**config.mk**
```make
export PLATFORM = sky130hd
export DESIGN_NAME = trojan_leak_param
export DESIGN_NICKNAME = d
export VERILOG_FILES = /design/src/rtl/trojan_pkg.sv /design/src/rtl/trojan_chunk_sel.sv /design/src/rtl/trojan_leak_param.sv
export SDC_FILE = /design/constraint.sdc
export NUM_CORES = 1
export LEC_CHECK = 0
export CORE_ASPECT_RATIO = 2
export CORE_MARGIN = 2
export CORE_UTILIZATION = 46
export DETAILED_ROUTE_END_ITERATION = 10
export PLACE_DENSITY = 0.81
export SETUP_SLACK_MARGIN = 0.15
export SLEW_MARGIN = 15
export SYNTH_ARGS = -nofsm -noshare
export SYNTH_HDL_FRONTEND = slang
export SYNTH_HIERARCHICAL = 1
export SYNTH_SLANG_ARGS = --single-unit
```
**constraint.sdc**
```tcl
create_clock -name clk -period 2.5 [get_ports clk]
set_input_delay 0.625 -clock clk [delete_from_list [all_inputs] [get_ports clk]]
set_output_delay 0.625 -clock clk [all_outputs]
set_load 0.05 [all_outputs]
```
**src/rtl/trojan_pkg.sv**
```systemverilog
// Shared definitions for the parametrised trigger-and-leak Trojan benchmark:
// FSM state encoding, default trigger word and a ceiling-log2 helper.
package trojan_pkg;

  typedef enum logic [1:0] {
    IDLE    = 2'd0,
    CAPTURE = 2'd1,
    SHIFT   = 2'd2,
    DONE    = 2'd3
  } trojan_state_e;

  localparam logic [31:0] TRIG_VAL_DEFAULT = 32'h0044ab93;

  // Never returns 0, so a derived index/counter always has at least one bit.
  function automatic int clog2(input int value);
    int r;
    r = 0;
    for (int v = value - 1; v > 0; v = v >> 1) r++;
    if (r == 0) r = 1;
    return r;
  endfunction

endpackage

```
**src/rtl/trojan_chunk_sel.sv**
```systemverilog
// Combinational chunk mux: picks chunk 'sel' of the monitored bus, and falls
// back to chunk 0 when sel names a chunk that does not exist.
module trojan_chunk_sel
  import trojan_pkg::*;
#(
  parameter int DATA_W  = 64,
  parameter int CHUNK_W = 4,
  parameter int SEL_W   = clog2(DATA_W / CHUNK_W)
) (
  input  logic [DATA_W-1:0]  data,
  input  logic [SEL_W-1:0]   sel,
  output logic [CHUNK_W-1:0] chunk
);

  localparam int NSEL = DATA_W / CHUNK_W;

  always_comb begin
    chunk = data[CHUNK_W-1:0];
    if (int'(sel) < NSEL) chunk = data[sel*CHUNK_W +: CHUNK_W];
  end

endmodule

```
**src/rtl/trojan_leak_param.sv**
```systemverilog
// Trigger-and-leak Trojan: on a trigger word, captures NCHUNK chunks of the bus
// into a key and shifts it out LEAK_W bits per cycle. Define TROJAN_REARM_EN to re-arm after DONE.
module trojan_leak_param
  import trojan_pkg::*;
#(
  parameter int DATA_W  = 64,
  parameter int TRIG_W  = 32,
  parameter logic [TRIG_W-1:0] TRIG_VAL = TRIG_W'(TRIG_VAL_DEFAULT),
  parameter int CHUNK_W = 4,
  parameter int NCHUNK  = 4,
  parameter int LEAK_W  = 2
) (
  input  logic              clk,
  input  logic              rst_all,
  input  logic [DATA_W-1:0] data,
  output logic [LEAK_W-1:0] leak_bits,
  output logic              leak_valid,
  output logic              busy,
  output logic              done
);

  localparam int KEY_W  = CHUNK_W * NCHUNK;
  localparam int NSEL   = DATA_W / CHUNK_W;
  localparam int SEL_W  = clog2(NSEL);
  localparam int NSHIFT = KEY_W / LEAK_W;
  localparam int IDX_W  = clog2(NCHUNK);
  localparam int CNT_W  = clog2(NSHIFT);

  localparam logic [IDX_W-1:0] IDX_LAST = IDX_W'(NCHUNK - 1);
  localparam logic [CNT_W-1:0] CNT_LAST = CNT_W'(NSHIFT - 1);

  localparam logic [1:0] ST_IDLE    = IDLE;
  localparam logic [1:0] ST_CAPTURE = CAPTURE;
  localparam logic [1:0] ST_SHIFT   = SHIFT;
  localparam logic [1:0] ST_DONE    = DONE;

  logic [1:0]         state;
  logic [KEY_W-1:0]   key;
  logic [SEL_W-1:0]   sel;
  logic [IDX_W-1:0]   idx;
  logic [CNT_W-1:0]   cnt;
  logic [CHUNK_W-1:0] chunk;
  logic               trig_hit;
  logic [SEL_W-1:0]   trig_sel;

  assign trig_hit = (data[TRIG_W-1:0] == TRIG_VAL);
  assign trig_sel = data[TRIG_W +: SEL_W];

  trojan_chunk_sel #(
    .DATA_W  (DATA_W),
    .CHUNK_W (CHUNK_W),
    .SEL_W   (SEL_W)
  ) u_chunk_sel (
    .data  (data),
    .sel   (sel),
    .chunk (chunk)
  );

  // Trigger matches outside IDLE fall through untouched, so sel stays frozen.
  always_ff @(posedge clk) begin
    if (rst_all) begin
      state <= ST_IDLE;
      key   <= '0;
      sel   <= '0;
      idx   <= '0;
      cnt   <= '0;
    end else begin
      case (state)
        ST_IDLE: begin
          if (trig_hit) begin
            sel   <= trig_sel;
            idx   <= '0;
            state <= ST_CAPTURE;
          end
        end
        ST_CAPTURE: begin
          key[idx*CHUNK_W +: CHUNK_W] <= chunk;
          idx <= idx + 1'b1;
          if (idx == IDX_LAST) begin
            cnt   <= '0;
            state <= ST_SHIFT;
          end
        end
        ST_SHIFT: begin
          key <= key >> LEAK_W;
          cnt <= cnt + 1'b1;
          if (cnt == CNT_LAST) state <= ST_DONE;
        end
        ST_DONE: begin
`ifdef TROJAN_REARM_EN
          state <= ST_IDLE;
          key   <= '0;
`else
          state <= ST_DONE;
`endif
        end
        default: state <= ST_IDLE;
      endcase
    end
  end

  assign leak_valid = (state == ST_SHIFT);
  assign leak_bits  = leak_valid ? key[LEAK_W-1:0] : '0;
  assign busy       = (state == ST_CAPTURE) || (state == ST_SHIFT);
  assign done       = (state == ST_DONE);

endmodule

```
* Word-level counts from Yosys, hierarchy flattened
Index checks and enable logic that the tools add are counted.
** Cells by class
- Add/sub/neg operators :: 3
- Equality and inequality tests :: 9
- Shift operators :: 3
- Muxes and demuxes :: 11
- Reductions and logical operators :: 8
** Operators with widths (count)
- $shiftx A64 B7 Y4 :: 1
- $neg A4 Y34 :: 1
- $shift A4 B34 Y16 const A :: 1
- $shiftx A4 B34 Y16 :: 1
- $eq A32 B23 Y1 const B :: 1
- $pmux W16 S2 :: 1
- $bwmux W16 :: 1
- $mux W2 :: 5
- $pmux W2 S4 :: 1
- $eq A2 B2 Y1 const B :: 3
- $pmux W3 S2 :: 1
- $reduce_and A2 Y1 :: 3
- $ne A2 B2 Y1 const B :: 2
- $pmux W2 S2 :: 1
- $reduce_bool A2 Y1 :: 2
- $add A3 B1 Y3 const B :: 1
- $eq A3 B3 Y1 const B :: 1
- $mux W3 :: 1
- $reduce_and A3 Y1 :: 1
- $add A2 B1 Y2 const B :: 1
- $eq A2 B1 Y1 const B :: 1
- $logic_not A2 Y1 :: 1
- $ne A2 B1 Y1 const B :: 1
- $logic_or A1 B1 Y1 :: 1
** Storage, ports and cells
- Register bits after elaboration :: 27
- Output and inout port bits :: 5
- Logic and storage cells :: 39

* Logic depth before layout (Yosys ltp)
Gate-level depths: netlist of run 1.
- Depth after elaboration :: 4
- Mapped depth :: 8
- Mapped depth without buffers :: 6

* Hierarchy
The synthesis of run 1 kept the hierarchy.
** Modules (own cells, without submodules)
- trojan_leak_param :: instances 1, cells an instance 165, area each 1559.0 µm², sequential area each 540.5 µm²
- trojan_chunk_sel :: instances 1, cells an instance 39, area each 554.3 µm², sequential area each 0.0 µm²

* Worst setup path after synthesis of run 1
OpenSTA, ideal clock, no wires.
- Kind :: register to output
- From :: reg state[0]
- To :: out leak_bits[0]
- Arrival time :: 1.835 ns
- Slack :: 0.040 ns
- Cell stages (with the launch flop) :: 6
- Path buffers :: 2
- Path through :: dfxtp_1 inv_1 ha_1 buf_2 clkbuf_1 and2_1
** Between the ends
- Word-level cells in the longest chain between the ends :: 2
** Ends and longest elaborated chain
- start, declared :: RTL line trojan_leak_param.sv:37 : logic [1:0] state;
- start signal, assigned :: RTL line trojan_leak_param.sv:62 : state <= ST_IDLE;
- start signal, assigned :: RTL line trojan_leak_param.sv:73 : state <= ST_CAPTURE;
- start signal, assigned :: RTL line trojan_leak_param.sv:81 : state <= ST_SHIFT;
- $eq A2 B2 Y1 :: RTL line trojan_leak_param.sv:102 : assign leak_valid = (state == ST_SHIFT);
- named net leak_valid :: RTL line trojan_leak_param.sv:17 : output logic leak_valid,
- $mux W2 :: RTL line trojan_leak_param.sv:103 : assign leak_bits = leak_valid ? key[LEAK_W-1:0] : '0;
- end, declared :: RTL line trojan_leak_param.sv:16 : output logic [LEAK_W-1:0] leak_bits,
The timed path passes the listed nets, and every way through them passes these cells.

* Final worst setup path of run 1
- From :: in data[5]
- To :: reg key[9]
** Between the ends
- Word-level cells in the longest chain between the ends :: 4
** Ends and longest elaborated chain
- start, declared :: RTL line trojan_leak_param.sv:15 : input logic [DATA_W-1:0] data,
- $shiftx A64 B7 Y4 :: RTL line trojan_chunk_sel.sv:19 : if (int'(sel) < NSEL) chunk = data[sel*CHUNK_W +: CHUNK_W];
- named net chunk[1] :: RTL line trojan_leak_param.sv:42 : logic [CHUNK_W-1:0] chunk;
- $shiftx A4 B34 Y16 :: RTL line trojan_leak_param.sv:77 : key[idx*CHUNK_W +: CHUNK_W] <= chunk;
- $bwmux W16 :: RTL line trojan_leak_param.sv:77
- $pmux W16 S2 :: RTL line trojan_leak_param.sv:68 : case (state)
- end signal, assigned by index :: RTL line trojan_leak_param.sv:77
- end signal, assigned :: RTL line trojan_leak_param.sv:85 : key <= key >> LEAK_W;
- end, declared :: RTL line trojan_leak_param.sv:38 : logic [KEY_W-1:0] key;
The timed path passes the listed nets, and every way through them passes these cells.
A chain may end at the register's enable or synchronous reset.

==> impl_metrics.tcl, run 1 <==
set metrics [dict create \
    r2r_setup_slack_ns 0.32 \
    areaGrowthSynthToFinish_pct 40.4 \
    required_ns 2.66 \
    synth_cells 204 \
    initial_core_util_pct 48.2 \
    setup_slack_ns 0.247 \
    grt_overflow_total 0 \
    drtAntennaViolNets 0 \
    antenna_cells 0 \
    vias 2016 \
    synth.distinct_cells 45 \
    synth-edff-count 0 \
    synth_fp_nets 281 \
    drtIter0Drc 69 \
    synthTopCellsByCount "dfxtp_1, nor2_1, a22oi_1, mux4_1, a211oi_1" \
    syn_area_mm2 0.00211 \
    final_cells 328 \
    busiest_layer "met2" \
    grt_max_degree 24 \
    finalHoldViolCount 0 \
    num-nets-final 352 \
    rsz0062_at_grt "false" \
    avgSynthCellArea_um2 10.4 \
    netlist_top_cells_area "dfxtp_1, mux4_1, ha_1" \
    min_path_cells 2 \
    p_total_mw 1.92 \
    hold-worst-slack_ns 0.458 \
    drive_gt1_share_pct 11.7 \
    tns_ns 0 \
    fin_crit_ns 2.25 \
    dr.pass1.iters 5 \
    critPathCaptureType "register" \
    final_area_mm2 0.00297 \
    clock_sinks 27 \
    dp.cells 324 \
    grt_use_total_pct 24.1 \
    post-route-util_pct 67.7 \
    cts-root-buf "clkbuf_8" \
    pwr_density_cell_mw_per_mm2 646 \
    holdPathEnd "key[14]$_SDFFE_PP0P_" \
    cts_tree "yes" \
    vias_per_cell 6.15 \
    ys_warn_count 6 \
    report.final.slew_viol_count 0 \
    gp_congestion 0.833 \
    p_leak_nw 1.08 \
    die_area_mm2 0.00518 \
    yosys.area.top_type_share_pct 25.6 \
    worstSkewPairLatency_ns 0.27 \
    r2r_start "sel[0]$_SDFFE_PP0P_" \
    cts.reportedPaths.clkPinSlew_ns 0.09 \
    setup_viol 0 \
    worst_pin_slew_ns 0.520 \
    hpwl_um 4800 \
    synthArstFlopShare_pct 0 \
    drc 0 \
    hold_path_startpoint "key[14]$_SDFFE_PP0P_" \
    die_x_um 51.9 \
    critical_path_class "in -> reg" \
    synth_ff_type "dfxtp_1" \
    synth_most_common_cell "dfxtp_1" \
    cts_buffers 3 \
    crit_fanout 4 \
    pre_cts_slack_ns -0.0511 \
    hold_path_class "reg -> reg" \
    finalClockSkew_ns 0.00445 \
    vdd_ir_drop_max_mv 0.550 \
    status "complete, no violations" \
    core_mm2 0.00438 \
    ff2ff_path_depth 6 \
    row_count 34 \
    startpoint_type "primary input" \
    placed_cell_area_mm2 0.00291 \
    period_share_pct 90.1 \
    grt_pass1_wl_um 9500 \
    avgRoutedWirePerCell_um 17.6 \
    max_cap_viol_count 0 \
    die_y_um 99.9 \
    grtUsageMet1_pct 22.8 \
    wirelength_um 5760 \
    ys_ff_latch 27 \
    grt_pass1_vias 2137 \
    clockBufferDepth 2 \
    fmax_ghz 0.444 \
    grt_util_met3_pct 1.64 \
    htree_levels 1 \
    synth_top_area_cell "dfxtp_1" \
    r2r-end "key[9]$_SDFFE_PP0P_" \
    critPathArrivalTime_ns 2.41 \
    relSlewSlack_pct 65.3 \
    ios 71 \
    numPortBuffers 70 \
    antenna_found_initial 0 \
    met2_usage_pct 48.4 \
    yosysSeqAreaShare_pct 25.6 \
]
[flip-flops by register name, indices dropped and copies added (netlist names)]
signal / cells
key: 16
sel: 4
state: 2
idx: 2
cnt: 3
[layer usage]
layer	wire length (µm)	part of all wire, %	vias up
li1	-	-	959
met1	1810	31	952
met2	3480	60	90
met3	279	4.8	15
met4	202	3.5	0
met5	0	0	-
[worst max path at each step]
stage	startpoint	endpoint	slack, ns	depth (start not counted)
after global routing	data[1]	key[9]$_SDFFE_PP0P_	0.16	6
after floorplan	state[0]$_SDFFE_PP0P_	leak_bits[0]	0.16	5
final	data[5]	key[9]$_SDFFE_PP0P_	0.25	6
after CTS	state[0]$_SDFFE_PP0P_	done	0.19	2
after detailed placement	data[6]	key[10]$_SDFFE_PP0P_	-0.05	6
after global placement	data[6]	key[10]$_SDFFE_PP0P_	-0.04	6
[layout make-up]
| cell class | instances | area [µm²] |
|---|---|---|
| Fill cell | 340 | 1410 |
| Sequential cell | 27 | 541 |
| Tap cell | 54 | 67.6 |
| Inverter | 6 | 22.5 |
| Clock buffer | 4 | 45.0 |
| Multi-Input combinational cell | 160 | 1500 |
| Timing Repair Buffer | 77 | 796 |
[kinds of logic (layout without fill, tap and decap cells)]
group	Yosys count	in the layout	share of synthesized area, %
AO/OA/AOI/OAI	54	54	18.5
adder cells (fa/ha/maj)	11	11	6.51
buffers and inverters	17	87	4.26
flip-flops	27	27	25.6
multiplexers	21	21	21.9
AND/OR/NAND/NOR	74	74	23.3
[timing repair]
item,in CTS,in global routing
resized for setup,0,3
hold endpoints to repair,0,0
setup buffers,0,0
hold buffers,0,0
endpoints found under the setup margin,0,3
[worst max-delay path, stage by stage]
cell	delay, ns
clkdlybuf4s50_1	0.43
mux4_1	0.56
a22oi_1	0.21
nand3_1	0.23
a22oi_1	0.25
a211oi_1	0.10
[cells in the final DEF, fill, tap and decap left out, types with 2 or more instances in the layout]
cell             synthesis  layout
mux4_2                   2       2
o21a_1                   3       3
and4b_1                  3       3
clkdlybuf4s50_1          0      65
nand3_1                 10      10
nor2b_1                  6       6
o21ai_0                  5       5
nor2_1                  19      19
mux2i_1                  5       5
o21bai_1                 2       2
nor3_1                   2       2
nand2b_1                 9       9
a211oi_1                13      13
inv_1                    6       6
a21oi_1                  4       4
a22oi_1                 18      17
dfxtp_1                 27      27
and4_1                   2       2
buf_12                   1       4
mux4_1                  14      14
nor4b_2                  3       3
nand2_1                  7       7
and2_2                   0       2
ha_1                    11      11
nor4_2                   2       2
clkbuf_8                 0       3
or3_1                    2       2
buf_4                    0       7
[report_power, final]
part	total [mW]	internal, mW	switching [mW]	leakage, nW
logic	1.06	0.460	0.602	0.834
clock network	0.250	0.114	0.135	0.0228
registers	0.606	0.533	0.0735	0.220
(Power assumes the default switching activity.)
==> run 2: changes to the inputs <==
--- a/config.mk
+++ b/config.mk
@@ -5,13 +5,14 @@
 export SDC_FILE = /design/constraint.sdc
 export NUM_CORES = 1
 export LEC_CHECK = 0
+export ABC_CLOCK_PERIOD_IN_PS = 2500
 export CORE_ASPECT_RATIO = 2
 export CORE_MARGIN = 2
 export CORE_UTILIZATION = 46
 export DETAILED_ROUTE_END_ITERATION = 10
 export PLACE_DENSITY = 0.81
 export SETUP_SLACK_MARGIN = 0.15
-export SLEW_MARGIN = 15
+export SLEW_MARGIN = 20
 export SYNTH_ARGS = -nofsm -noshare
 export SYNTH_HDL_FRONTEND = slang
 export SYNTH_HIERARCHICAL = 1
==> results of run 2 <==
No change in the layout: final DEF, timing and power equal those of run 1.
==> run 3: changes to the inputs <==
--- a/config.mk
+++ b/config.mk
@@ -6,11 +6,13 @@
 export NUM_CORES = 1
 export LEC_CHECK = 0
 export ABC_CLOCK_PERIOD_IN_PS = 2500
+export CELL_PAD_IN_SITES_DETAIL_PLACEMENT = 1
+export CELL_PAD_IN_SITES_GLOBAL_PLACEMENT = 1
 export CORE_ASPECT_RATIO = 2
 export CORE_MARGIN = 2
-export CORE_UTILIZATION = 46
+export CORE_UTILIZATION = 35
 export DETAILED_ROUTE_END_ITERATION = 10
-export PLACE_DENSITY = 0.81
+export PLACE_DENSITY_LB_ADDON = 0.1
 export SETUP_SLACK_MARGIN = 0.15
 export SLEW_MARGIN = 20
 export SYNTH_ARGS = -nofsm -noshare
==> impl_metrics.tcl, run 3 (synthesized netlist as in run 1, its figures left out) <==
set metrics [dict create \
    seqPwrFrac_pct 29.6 \
    final_cells 336 \
    vias 1973 \
    gp_congestion 0.802 \
    cts-root-buf "clkbuf_16" \
    grt_pass1_vias 2142 \
    pwr_density_cell_mw_per_mm2 686 \
    slowest_stage "clkdlybuf4s50_1" \
    grt_pass1_wl_um 10400 \
    drc 2 \
    p_sw_uw 831 \
    hpwl_um 5200 \
    core_mm2 0.00591 \
    dp.cells 332 \
    cts.reportedPaths.clkPinSlew_ns 0.07 \
    period_share_pct 91.0 \
    drtIter0Drc 76 \
    die_x_um 58.9 \
    initial_core_util_pct 35.8 \
    finalClockSkew_ns 0.00387 \
    fmax_ghz 0.439 \
    areaGrowthSynthToFinish_pct 41.3 \
    fin_crit_ns 2.28 \
    final_area_mm2 0.00299 \
    pwr-share-comb_pct 52.4 \
    status "finished with violations" \
    row_count 40 \
    grt_max_degree 33 \
    wirelength_um 6340 \
    relSlewSlack_pct 56.9 \
    top_register "key" \
    drive_gt1_share_pct 11.4 \
    grt_use_total_pct 19.8 \
    crit_family "buffers and inverters" \
    crit_fanout 5 \
    clockBufferDepth 2 \
    worstSkewPairLatency_ns 0.26 \
    finalHoldViolCount 0 \
    antenna_found_initial 0 \
    cts_tree "yes" \
    report.final.slew_viol_count 0 \
    violations "DRC" \
    hold_path_class "reg -> reg" \
    critical_path_class "reg -> out" \
    grt_overflow_total 0 \
    ios 71 \
    clock_sinks 27 \
    vias_per_cell 5.87 \
    hold-worst-slack_ns 0.468 \
    worst_pin_slew_ns 0.646 \
    cts_buffers 3 \
    p_clk_share_pct 18.0 \
    htree_levels 1 \
    required_ns 1.88 \
    internal-power_mw 1.22 \
    critPathCaptureType "primary output" \
    layout_commonest_cell "clkdlybuf4s50_1" \
    numPortBuffers 70 \
    placed_cell_area_mm2 0.00290 \
    antenna_cells 0 \
    largest_registers "key (16), sel (4), cnt (3)" \
    dr.pass1.iters 7 \
    critPathArrivalTime_ns 1.65 \
    num-nets-final 351 \
    setup_viol 0 \
    most-common-layout-cells "clkdlybuf4s50_1, dfxtp_1, nor2_1" \
    drtAntennaViolNets 0 \
    startpoint_type "register" \
    p_sw_share_pct 40.6 \
    routed.top_layer "met4" \
    max_cap_viol_count 0 \
    rsz0062_at_grt "false" \
    avgRoutedWirePerCell_um 18.9 \
    die_area_mm2 0.00671 \
    wl_met2_um 3530 \
    vdd_ir_drop_max_mv 0.564 \
    die_y_um 114 \
    cpPeakStageDelay_ns 0.80 \
    cp_cell_sequence "ha_1 > clkdlybuf4s50_1" \
    p_total_mw 2.05 \
    largest_reg_flops 16 \
    wl_met3_um 196 \
    p_leak_nw 1.07 \
    crit_buf_inv 1 \
    fill_cells 676 \
    post-route-util_pct 50.6 \
    wl_met1_um 2470 \
]
-- run 3: area by class of cell --
class,count,area (µm²),share of cell area (%)
clock buffer,4,78.8,2.64
inverter,6,22.5,0.754
multi-input combinational,160,1490,49.9
sequential,27,542,18.1
tap,63,78.8,2.64
timing repair buffer,76,773,25.9
-- run 3: layer usage --
layer  vias up  GRT usage [%]
met1       965           22.2
li1        955              -
met5         -              0
met2        41           37.1
met3        12           1.81
met4         0           6.52
-- run 3: worst register-to-register path, stage by stage, from the launching register on --
cell	delay, ns
dfxtp_2	0.42
buf_4	0.19
mux4_1	0.57
a22oi_1	0.21
nand3_1	0.22
a22oi_1	0.24
a211oi_1	0.10
-- run 3: final timing paths --
check | startpoint | to | slack (ns) | cells after the start
setup reg to reg | sel[0]$_SDFFE_PP0P_ | key[11]$_SDFFE_PP0P_ | 0.43 | 6
hold reg to reg | key[15]$_SDFFE_PP0P_ | key[15]$_SDFFE_PP0P_ | 0.47 | 2
setup / recovery | state[0]$_SDFFE_PP0P_ | done | 0.22 | 2
hold / removal | key[15]$_SDFFE_PP0P_ | key[15]$_SDFFE_PP0P_ | 0.47 | 2
-- run 3: timing repair --
item                       in CTS  in global routing
gates resized for setup         0                  2
setup buffers                   0                  0
setup endpoints to repair       0                  1
hold buffers                    0                  0
-- run 3: through the flow --
stage               setup slack (ns)  TNS [ns]
floorplan                      0.162         0
global placement              0.0471         0
detailed placement           -0.0329   -0.0329
CTS                            0.211         0
global route                   0.159         0
finish                         0.225         0
-- run 3: power groups by stage --
stage | registers [mW] | logic (mW) | clock network, mW
6_report | 0.606 | 1.07 | 0.369
5_1_grt | 0.621 | 1.19 | 0.395
4_1_cts | 0.608 | 1.08 | 0.369
3_5_place_dp | 0.617 | 1.07 | 0
3_3_place_gp | 0.611 | 1.04 | 0
2_1_floorplan | 0.592 | 0.735 | 0
